==> src/rtl/lk_iter_ctrl_if.sv <==
// Signal bundle between the LK iteration controller, the b/G-inverse stage and the fetch stage.
// Latency: none, wires only.
// Backpressure: none; start, d_valid, b_reset, fetch_req and done are single-cycle pulses.
interface lk_iter_ctrl_if #(
    parameter int D_BITS    = 32,
    parameter int V_BITS    = 34,
    parameter int ITER_BITS = 4
);
    logic                 start;
    logic [V_BITS-1:0]    gr_in;
    logic [V_BITS-1:0]    gc_in;
    logic                 d_valid;
    logic [D_BITS-1:0]    dr;
    logic [D_BITS-1:0]    dc;
    logic                 valid_det;
    logic                 b_reset;
    logic                 fetch_req;
    logic [V_BITS-1:0]    vr;
    logic [V_BITS-1:0]    vc;
    logic [ITER_BITS-1:0] iter_count;
    logic                 busy;
    logic                 done;
    logic                 converged;
    logic                 stop;
    logic                 feature_loss;

    // Upstream / control side: issues start and increments, observes status.
    modport master (
        output start, gr_in, gc_in, d_valid, dr, dc, valid_det,
        input  b_reset, fetch_req, vr, vc, iter_count, busy, done,
               converged, stop, feature_loss
    );

    // Controller side.
    modport slave (
        input  start, gr_in, gc_in, d_valid, dr, dc, valid_det,
        output b_reset, fetch_req, vr, vc, iter_count, busy, done,
               converged, stop, feature_loss
    );
endinterface

==> src/rtl/lk_iter_ctrl.sv <==
// LK iteration controller: accumulates per-pass displacement increments and decides when to stop.
// Latency: start->fetch_req 1 cycle; d_valid->next fetch_req 3 cycles; d_valid->done 3 (2 if det=0).
// Backpressure: none; waits indefinitely in WAIT_D for d_valid, ignores start while busy.
module lk_iter_ctrl #(
    parameter int D_BITS    = 32,
    parameter int D_FRAC    = 26,
    parameter int V_BITS    = 34,
    parameter int EPS       = 2**20,
    parameter int K_MAX     = 8,
    parameter int ITER_BITS = 4,
    parameter int V_LIMIT   = 15
) (
    input  logic           clk,
    input  logic           reset,
    lk_iter_ctrl_if.slave  bus
);

    typedef enum logic [2:0] {
        S_IDLE   = 3'd0,
        S_FETCH  = 3'd1,
        S_WAIT_D = 3'd2,
        S_UPDATE = 3'd3,
        S_CHECK  = 3'd4,
        S_DONE   = 3'd5
    } state_t;

    // Thresholds held one bit wider than the operands so the magnitude of the
    // most negative value is representable and compares as large.
    localparam logic [V_BITS:0]    V_LIM_RAW = (V_BITS+1)'(V_LIMIT) << D_FRAC;
    localparam logic [D_BITS:0]    EPS_RAW   = (D_BITS+1)'(EPS);
    localparam logic [ITER_BITS-1:0] K_MAX_C = ITER_BITS'(K_MAX);

    state_t               state_q, state_d;
    logic [V_BITS-1:0]    vr_q, vc_q;
    logic [D_BITS-1:0]    dr_q, dc_q;
    logic [ITER_BITS-1:0] iter_q;
    logic                 conv_q, stop_q, loss_q;

    logic load_guess, latch_d, do_update, set_loss, set_conv, set_stop;
    logic b_reset_c, fetch_c, done_c, busy_c;

    logic [V_BITS:0] vr_x, vc_x, vr_mag, vc_mag;
    logic [D_BITS:0] dr_x, dc_x, dr_mag, dc_mag;
    logic            v_big, d_small;

    // Magnitudes of the running estimate and of the last increment.
    always_comb begin
        vr_x    = {vr_q[V_BITS-1], vr_q};
        vc_x    = {vc_q[V_BITS-1], vc_q};
        dr_x    = {dr_q[D_BITS-1], dr_q};
        dc_x    = {dc_q[D_BITS-1], dc_q};
        vr_mag  = vr_x[V_BITS] ? -vr_x : vr_x;
        vc_mag  = vc_x[V_BITS] ? -vc_x : vc_x;
        dr_mag  = dr_x[D_BITS] ? -dr_x : dr_x;
        dc_mag  = dc_x[D_BITS] ? -dc_x : dc_x;
        v_big   = (vr_mag > V_LIM_RAW) || (vc_mag > V_LIM_RAW);
        d_small = (dr_mag < EPS_RAW) && (dc_mag < EPS_RAW);
    end

    // State register.
    always_ff @(posedge clk or posedge reset) begin
        if (reset) begin
            state_q <= S_IDLE;
        end else begin
            state_q <= state_d;
        end
    end

    // Next-state decode, pass strobes and datapath enables.
    always_comb begin
        state_d    = state_q;
        b_reset_c  = 1'b0;
        fetch_c    = 1'b0;
        done_c     = 1'b0;
        busy_c     = (state_q != S_IDLE);
        load_guess = 1'b0;
        latch_d    = 1'b0;
        do_update  = 1'b0;
        set_loss   = 1'b0;
        set_conv   = 1'b0;
        set_stop   = 1'b0;
        case (state_q)
            S_IDLE: begin
                if (bus.start) begin
                    load_guess = 1'b1;
                    state_d    = S_FETCH;
                end
            end
            S_FETCH: begin
                b_reset_c = 1'b1;
                fetch_c   = 1'b1;
                state_d   = S_WAIT_D;
            end
            S_WAIT_D: begin
                if (bus.d_valid) begin
                    if (!bus.valid_det) begin
                        // Singular G: the estimate is left untouched. The pass
                        // drains through CHECK so done lands 2 cycles later.
                        set_loss = 1'b1;
                        state_d  = S_CHECK;
                    end else begin
                        latch_d = 1'b1;
                        state_d = S_UPDATE;
                    end
                end
            end
            S_UPDATE: begin
                do_update = 1'b1;
                state_d   = S_CHECK;
            end
            S_CHECK: begin
                if (loss_q) begin
                    state_d = S_DONE;
                end else if (v_big) begin
                    set_loss = 1'b1;
                    state_d  = S_DONE;
                end else if (d_small) begin
                    set_conv = 1'b1;
                    state_d  = S_DONE;
                end else if (iter_q == K_MAX_C) begin
                    set_stop = 1'b1;
                    state_d  = S_DONE;
                end else begin
                    state_d = S_FETCH;
                end
            end
            S_DONE: begin
                done_c  = 1'b1;
                state_d = S_IDLE;
            end
            default: begin
                state_d = S_IDLE;
            end
        endcase
    end

    // Displacement estimate, latched increment, iteration count and sticky status.
    always_ff @(posedge clk or posedge reset) begin
        if (reset) begin
            vr_q   <= '0;
            vc_q   <= '0;
            dr_q   <= '0;
            dc_q   <= '0;
            iter_q <= '0;
            conv_q <= 1'b0;
            stop_q <= 1'b0;
            loss_q <= 1'b0;
        end else begin
            if (load_guess) begin
                vr_q   <= bus.gr_in;
                vc_q   <= bus.gc_in;
                iter_q <= '0;
                conv_q <= 1'b0;
                stop_q <= 1'b0;
                loss_q <= 1'b0;
            end
            if (latch_d) begin
                dr_q <= bus.dr;
                dc_q <= bus.dc;
            end
            if (do_update) begin
                // Headroom in V_BITS covers the worst case reachable before the
                // V_LIMIT check ends the feature, so no saturation.
                vr_q   <= vr_q + {{(V_BITS-D_BITS){dr_q[D_BITS-1]}}, dr_q};
                vc_q   <= vc_q + {{(V_BITS-D_BITS){dc_q[D_BITS-1]}}, dc_q};
                iter_q <= iter_q + ITER_BITS'(1);
            end
            if (set_loss) loss_q <= 1'b1;
            if (set_conv) conv_q <= 1'b1;
            if (set_stop) stop_q <= 1'b1;
        end
    end

    assign bus.b_reset      = b_reset_c;
    assign bus.fetch_req    = fetch_c;
    assign bus.done         = done_c;
    assign bus.busy         = busy_c;
    assign bus.vr           = vr_q;
    assign bus.vc           = vc_q;
    assign bus.iter_count   = iter_q;
    assign bus.converged    = conv_q;
    assign bus.stop         = stop_q;
    assign bus.feature_loss = loss_q;

endmodule

==> src/flat_wrapper.sv <==
// flat-port wrapper written by rule: the top's interface ports become plain ports
module lk_iter_ctrl_flat 
#(
    parameter int D_BITS    = 32,
    parameter int D_FRAC    = 26,
    parameter int V_BITS    = 34,
    parameter int EPS       = 2**20,
    parameter int K_MAX     = 8,
    parameter int ITER_BITS = 4,
    parameter int V_LIMIT   = 15
)
  (clk, reset, bus_start, bus_gr_in, bus_gc_in, bus_d_valid, bus_dr, bus_dc, bus_valid_det, bus_b_reset, bus_fetch_req, bus_vr, bus_vc, bus_iter_count, bus_busy, bus_done, bus_converged, bus_stop, bus_feature_loss);
  lk_iter_ctrl_if #(.D_BITS(D_BITS), .V_BITS(V_BITS), .ITER_BITS(ITER_BITS)) bus_i ();
  input  logic clk;
  input  logic reset;
  input wire logic [$bits(bus_i.start)-1:0] bus_start;
  input wire logic [$bits(bus_i.gr_in)-1:0] bus_gr_in;
  input wire logic [$bits(bus_i.gc_in)-1:0] bus_gc_in;
  input wire logic [$bits(bus_i.d_valid)-1:0] bus_d_valid;
  input wire logic [$bits(bus_i.dr)-1:0] bus_dr;
  input wire logic [$bits(bus_i.dc)-1:0] bus_dc;
  input wire logic [$bits(bus_i.valid_det)-1:0] bus_valid_det;
  output wire logic [$bits(bus_i.b_reset)-1:0] bus_b_reset;
  output wire logic [$bits(bus_i.fetch_req)-1:0] bus_fetch_req;
  output wire logic [$bits(bus_i.vr)-1:0] bus_vr;
  output wire logic [$bits(bus_i.vc)-1:0] bus_vc;
  output wire logic [$bits(bus_i.iter_count)-1:0] bus_iter_count;
  output wire logic [$bits(bus_i.busy)-1:0] bus_busy;
  output wire logic [$bits(bus_i.done)-1:0] bus_done;
  output wire logic [$bits(bus_i.converged)-1:0] bus_converged;
  output wire logic [$bits(bus_i.stop)-1:0] bus_stop;
  output wire logic [$bits(bus_i.feature_loss)-1:0] bus_feature_loss;
  assign bus_i.start = bus_start;
  assign bus_i.gr_in = bus_gr_in;
  assign bus_i.gc_in = bus_gc_in;
  assign bus_i.d_valid = bus_d_valid;
  assign bus_i.dr = bus_dr;
  assign bus_i.dc = bus_dc;
  assign bus_i.valid_det = bus_valid_det;
  assign bus_b_reset = bus_i.b_reset;
  assign bus_fetch_req = bus_i.fetch_req;
  assign bus_vr = bus_i.vr;
  assign bus_vc = bus_i.vc;
  assign bus_iter_count = bus_i.iter_count;
  assign bus_busy = bus_i.busy;
  assign bus_done = bus_i.done;
  assign bus_converged = bus_i.converged;
  assign bus_stop = bus_i.stop;
  assign bus_feature_loss = bus_i.feature_loss;
  lk_iter_ctrl #(.D_BITS(D_BITS), .D_FRAC(D_FRAC), .V_BITS(V_BITS), .EPS(EPS), .K_MAX(K_MAX), .ITER_BITS(ITER_BITS), .V_LIMIT(V_LIMIT)) u_core (.clk(clk), .reset(reset), .bus(bus_i));
endmodule
==> config.mk <==
export PLATFORM = sky130hd
export DESIGN_NAME = lk_iter_ctrl_flat
export DESIGN_NICKNAME = d
export VERILOG_FILES = /design/src/rtl/lk_iter_ctrl_if.sv /design/src/rtl/lk_iter_ctrl.sv /design/src/flat_wrapper.sv
export SDC_FILE = /design/constraint.sdc
export NUM_CORES = 1
export LEC_CHECK = 0
export BUFFER_PORTS_ARGS = -buffer_cell sky130_fd_sc_hd__buf_4
export CAP_MARGIN = 25
export CORE_MARGIN = 2
export CORE_UTILIZATION = 45
export CTS_BUF_LIST = sky130_fd_sc_hd__clkbuf_8
export DETAILED_ROUTE_END_ITERATION = 6
export PLACE_DENSITY = 0.79
export SYNTH_ARGS = -nofsm -noshare
export SYNTH_HDL_FRONTEND = slang
export SYNTH_SLANG_ARGS = --single-unit
export TNS_END_PERCENT = 5
==> constraint.sdc <==
create_clock -name clk -period 9 [get_ports clk]
set_input_delay 1.35 -clock clk [delete_from_list [all_inputs] [get_ports clk]]
set_output_delay 1.35 -clock clk [all_outputs]
set_load 0.01 [all_outputs]
==> flow_summary.toml <==
[sta]
max_freq_mhz = 245.8
worstMarginPinSlew_ns = 0.8960
hold_violations = 0
fin_crit_ns = 4.069
setup_viol = 0
slew_viol_final = 0
rsz0062_at_grt = "false"
period_share_pct = 45.21
fin_skew_ns = 0.01999
fin_tns_setup_ns = 0
relSlewSlack_pct = 40.27

[logic_synthesis]
synth_edf_count = 0
synth-xor-area-share_pct = 4.907
synth_compound_gate_area_share_pct = 20.88
yosys-top-cells-count = "nand2_1 (147), dfrtp_1 (142), nor2_1 (94)"
yosys.area_share.simple_pct = 20.00
syn-num-nets = 1387
synth_top_area_cell = "dfrtp_1"
synth_most_common_cell = "nand2_1"
synth-seq-cells = 142
synth_fa_ha_area_share_pct = 8.726
synthMuxAreaShare_pct = 8.037
netlist_instances = 1179
ys.warnings.count = 0
yosysSeqAreaShare_pct = 34.32
netlist-cell-type-count = 79
synth_ff_type = "dfrtp_1"
synth_top_area_share_pct = 34.32
synth_top_family_by_area = "compound AO/OA/AOI/OAI gates"
syn_area_mm2 = 0.01035
synthTopCellsByArea = "dfrtp_1 (34%), ha_1 (8.3%), mux2_2 (7.1%)"
async_flop_share_pct = 100.0
avgSynthCellArea_um2 = 8.781

[clock_tree]
clock_latency_ns = 0.46
cts_tree = "built"
h-tree-depth = 4
clk_path_buf_depth = 2
cts_made_buffers = 17
post_cts_resize_count = 0
cts_root_buf = "clkbuf_8"
clk_pin_slew_ns = 0.09
ctsHoldBuffers = 0
cts_setup_buffers = 0
cts.sinks = 142

[min_path]
hp-class = "flip-flop to flip-flop"

[setup_path]
cp_slowest_stage_delay_ns = 0.54
worstSetupPathType = "flip-flop to flip-flop"
critPathTopFamily = "simple AND/OR/NAND/NOR gates"
startpoint_type = "flip-flop"
path_max_fanout = 7
required_ns = 9.34
worstPathArrival_ns = 4.41
crit_chain = "inv_1 > ha_1 > nor4b_4 > nand2_2 > or4_1 > o21a_1 > o32ai_2 > nand3_1 > or3_1 > o32a_1 > or4_4 > o41a_1"
worst_setup_path_end_kind = "flip-flop"
worst-path-buf-inv = 1
critPathSlowestCell = "or4_4"

[power_and_ir_drop]
switchingPower_w = 0.002614
power_frac_comb_pct = 62.1
pwr-share-clk_pct = 10.9
p_sw_share_pct = 47.90
power_leakage_nw = 5.871
seq_power_share_pct = 26.9
peakVddDrop_uv = 192.7
cell_internal_pwr_w = 0.002844
power.density_mw_per_mm2 = 431.8

[global_routing]
grt_usage_pct = 25.82
antenna_found_initial = 1
grt_overflow_total = 0
grt_max_degree = 76
grt_pass1_vias = 9819
grt_pass1_wl_um = 50310

[placement]
gp_congestion = 0.9406
io_buffers = 215
hpwlAfterDp_um = 23190

[finish]
layout-drive-gt1-share_pct = 25.45
nets = 1582
nFillCells = 2022
post-route-util_pct = 55.83
area_growth_pct = 22.09

[floorplan]
rows = 55
die_h_um = 155.7
core_mm2 = 0.02264
dieArea_mm2 = 0.02423
die_x_um = 155.7
initial_utilization_pct = 45.73
ios = 216

[route]
antenna_left = 0
wl_per_cell_um = 18.87
drc = 2
dr.pass1.iters = 7
routed_wl_um = 31560
drtIter0Drc = 652
via_per_inst = 5.933
vias = 9926

[run_status]
status = "complete, but fails checks"
violations = "design-rule violations"

[run]
cap_viol_max_count = 0
[worst reg2reg max path: stages, from the launching register on]
cell     delay (ns)
dfrtp_1        0.47
inv_1          0.16
ha_1           0.25
nor4b_4        0.34
nand2_2        0.13
or4_1          0.45
o21a_1         0.20
o32ai_2        0.19
nand3_1        0.11
or3_1          0.35
o32a_1         0.35
or4_4          0.54
o41a_1         0.41
[flip-flops by register name, summed over array words and instances (netlist names)]
register and count:
u_core.bus.converged 1, u_core.bus.vc 34, u_core.state_q 3, u_core.bus.iter_count 4, u_core.dc_q 32, u_core.dr_q 32, u_core.bus.vr 34, u_core.bus.feature_loss 1
u_core.bus.stop 1
[logic make-up after synthesis]
kind of cell	count (synthesis)
buf+inv	80
xor+xnor	58
mux	75
compound gates	327
fa+ha+maj	71
simple gates	426
flops	142
[area by class of cell]
class / count / area (µm²) / area share, %
diodes: 1 / 2.502 / 0.01980
clock buffers: 17 / 234.0 / 1.851
clock inverters: 15 / 207.7 / 1.643
inverters: 33 / 128.9 / 1.020
multi-input cells: 957 / 6482 / 51.29
flip-flops and latches: 142 / 3553 / 28.11
well taps: 285 / 356.6 / 2.821
repair buffers: 223 / 1674 / 13.24
[power by group through the flow]
stage	combinational (W)	sequential [W]	clock, W
3_5_place_dp	0.00334	0.00147	0
2_1_floorplan	0.00247	0.00135	0
5_1_grt	0.00377	0.00152	0.000628
4_1_cts	0.00336	0.00146	0.000606
3_3_place_gp	0.00328	0.00145	0
6_report	0.00339	0.00147	0.000597
[final timing paths]
| path | cells past startpoint | slack [ns] | startpoint | to |
|---|---|---|---|---|
| hold / removal | 2 | 0.52 | u_core.bus.stop$_DFFE_PP0P_ | u_core.bus.stop$_DFFE_PP0P_ |
| min in group asynchronous | 2 | 0.97 | reset | u_core.dr_q[2]$_DFFE_PP0P_ |
| hold reg to reg | 2 | 0.52 | u_core.bus.stop$_DFFE_PP0P_ | u_core.bus.stop$_DFFE_PP0P_ |
| setup / recovery | 12 | 4.93 | u_core.bus.vc[1]$_DFFE_PP0P_ | u_core.state_q[2]$_DFFE_PP0P_ |
| max in group asynchronous | 3 | 6.65 | reset | u_core.bus.vc[33]$_DFFE_PP0P_ |
| setup reg to reg | 12 | 4.93 | u_core.bus.vc[1]$_DFFE_PP0P_ | u_core.state_q[2]$_DFFE_PP0P_ |
[metrics by stage]
stage               total power (W)  cells  hold slack, ns  area, µm²  setup WS (ns)
floorplan                  0.003813   1179          0.4944      10350          3.840
global placement           0.004738   1640          0.5006      12200          5.104
detailed placement         0.004807   1640          0.4983      12200          4.975
CTS                        0.005428   1672          0.5192      12640          4.944
global route               0.005909   1673          0.5422      12640          4.670
finish                     0.005458   1673          0.5182      12640          4.931
[routing by layer]
layer | up-vias | part of all wire, % | track usage (%)
li1 | 4759 | - | -
met1 | 4723 | 42 | 31.96
met2 | 378 | 49 | 44.65
met3 | 66 | 7.1 | 5.417
met4 | 0 | 2.8 | 9.087
met5 | - | 0 | 0
[cell usage in the layout (no fill, tap or decap), types with 4 or more instances in the layout]
master / netlist / final
o31ai_1: 10 / 10
nor2b_1: 12 / 12
and2_1: 5 / 4
xnor2_1: 35 / 35
ha_1: 69 / 69
nand4_1: 14 / 14
dfrtp_1: 142 / 142
a22oi_1: 14 / 14
mux2_2: 65 / 65
buf_4: 2 / 223
xor2_1: 23 / 23
nor3_1: 27 / 27
or2_2: 5 / 5
nand2_1: 147 / 145
bufinv_16: 0 / 4
o21ai_0: 65 / 65
or3_1: 16 / 16
inv_6: 0 / 5
inv_1: 33 / 32
a221o_1: 4 / 4
o21bai_1: 7 / 7
nand3_1: 30 / 30
and3_1: 18 / 18
mux2i_1: 10 / 10
clkbuf_8: 0 / 17
o21a_1: 10 / 10
a211oi_1: 12 / 12
nand2b_1: 11 / 11
a31o_2: 4 / 4
nor4_1: 22 / 22
o211ai_1: 6 / 6
nor2_1: 94 / 94
a21oi_1: 72 / 72
o22ai_1: 10 / 10
a31oi_1: 39 / 39
a21o_1: 31 / 31
o2111ai_1: 4 / 4
or4_1: 6 / 6
No activity file was read; power rests on OpenSTA's default activity.
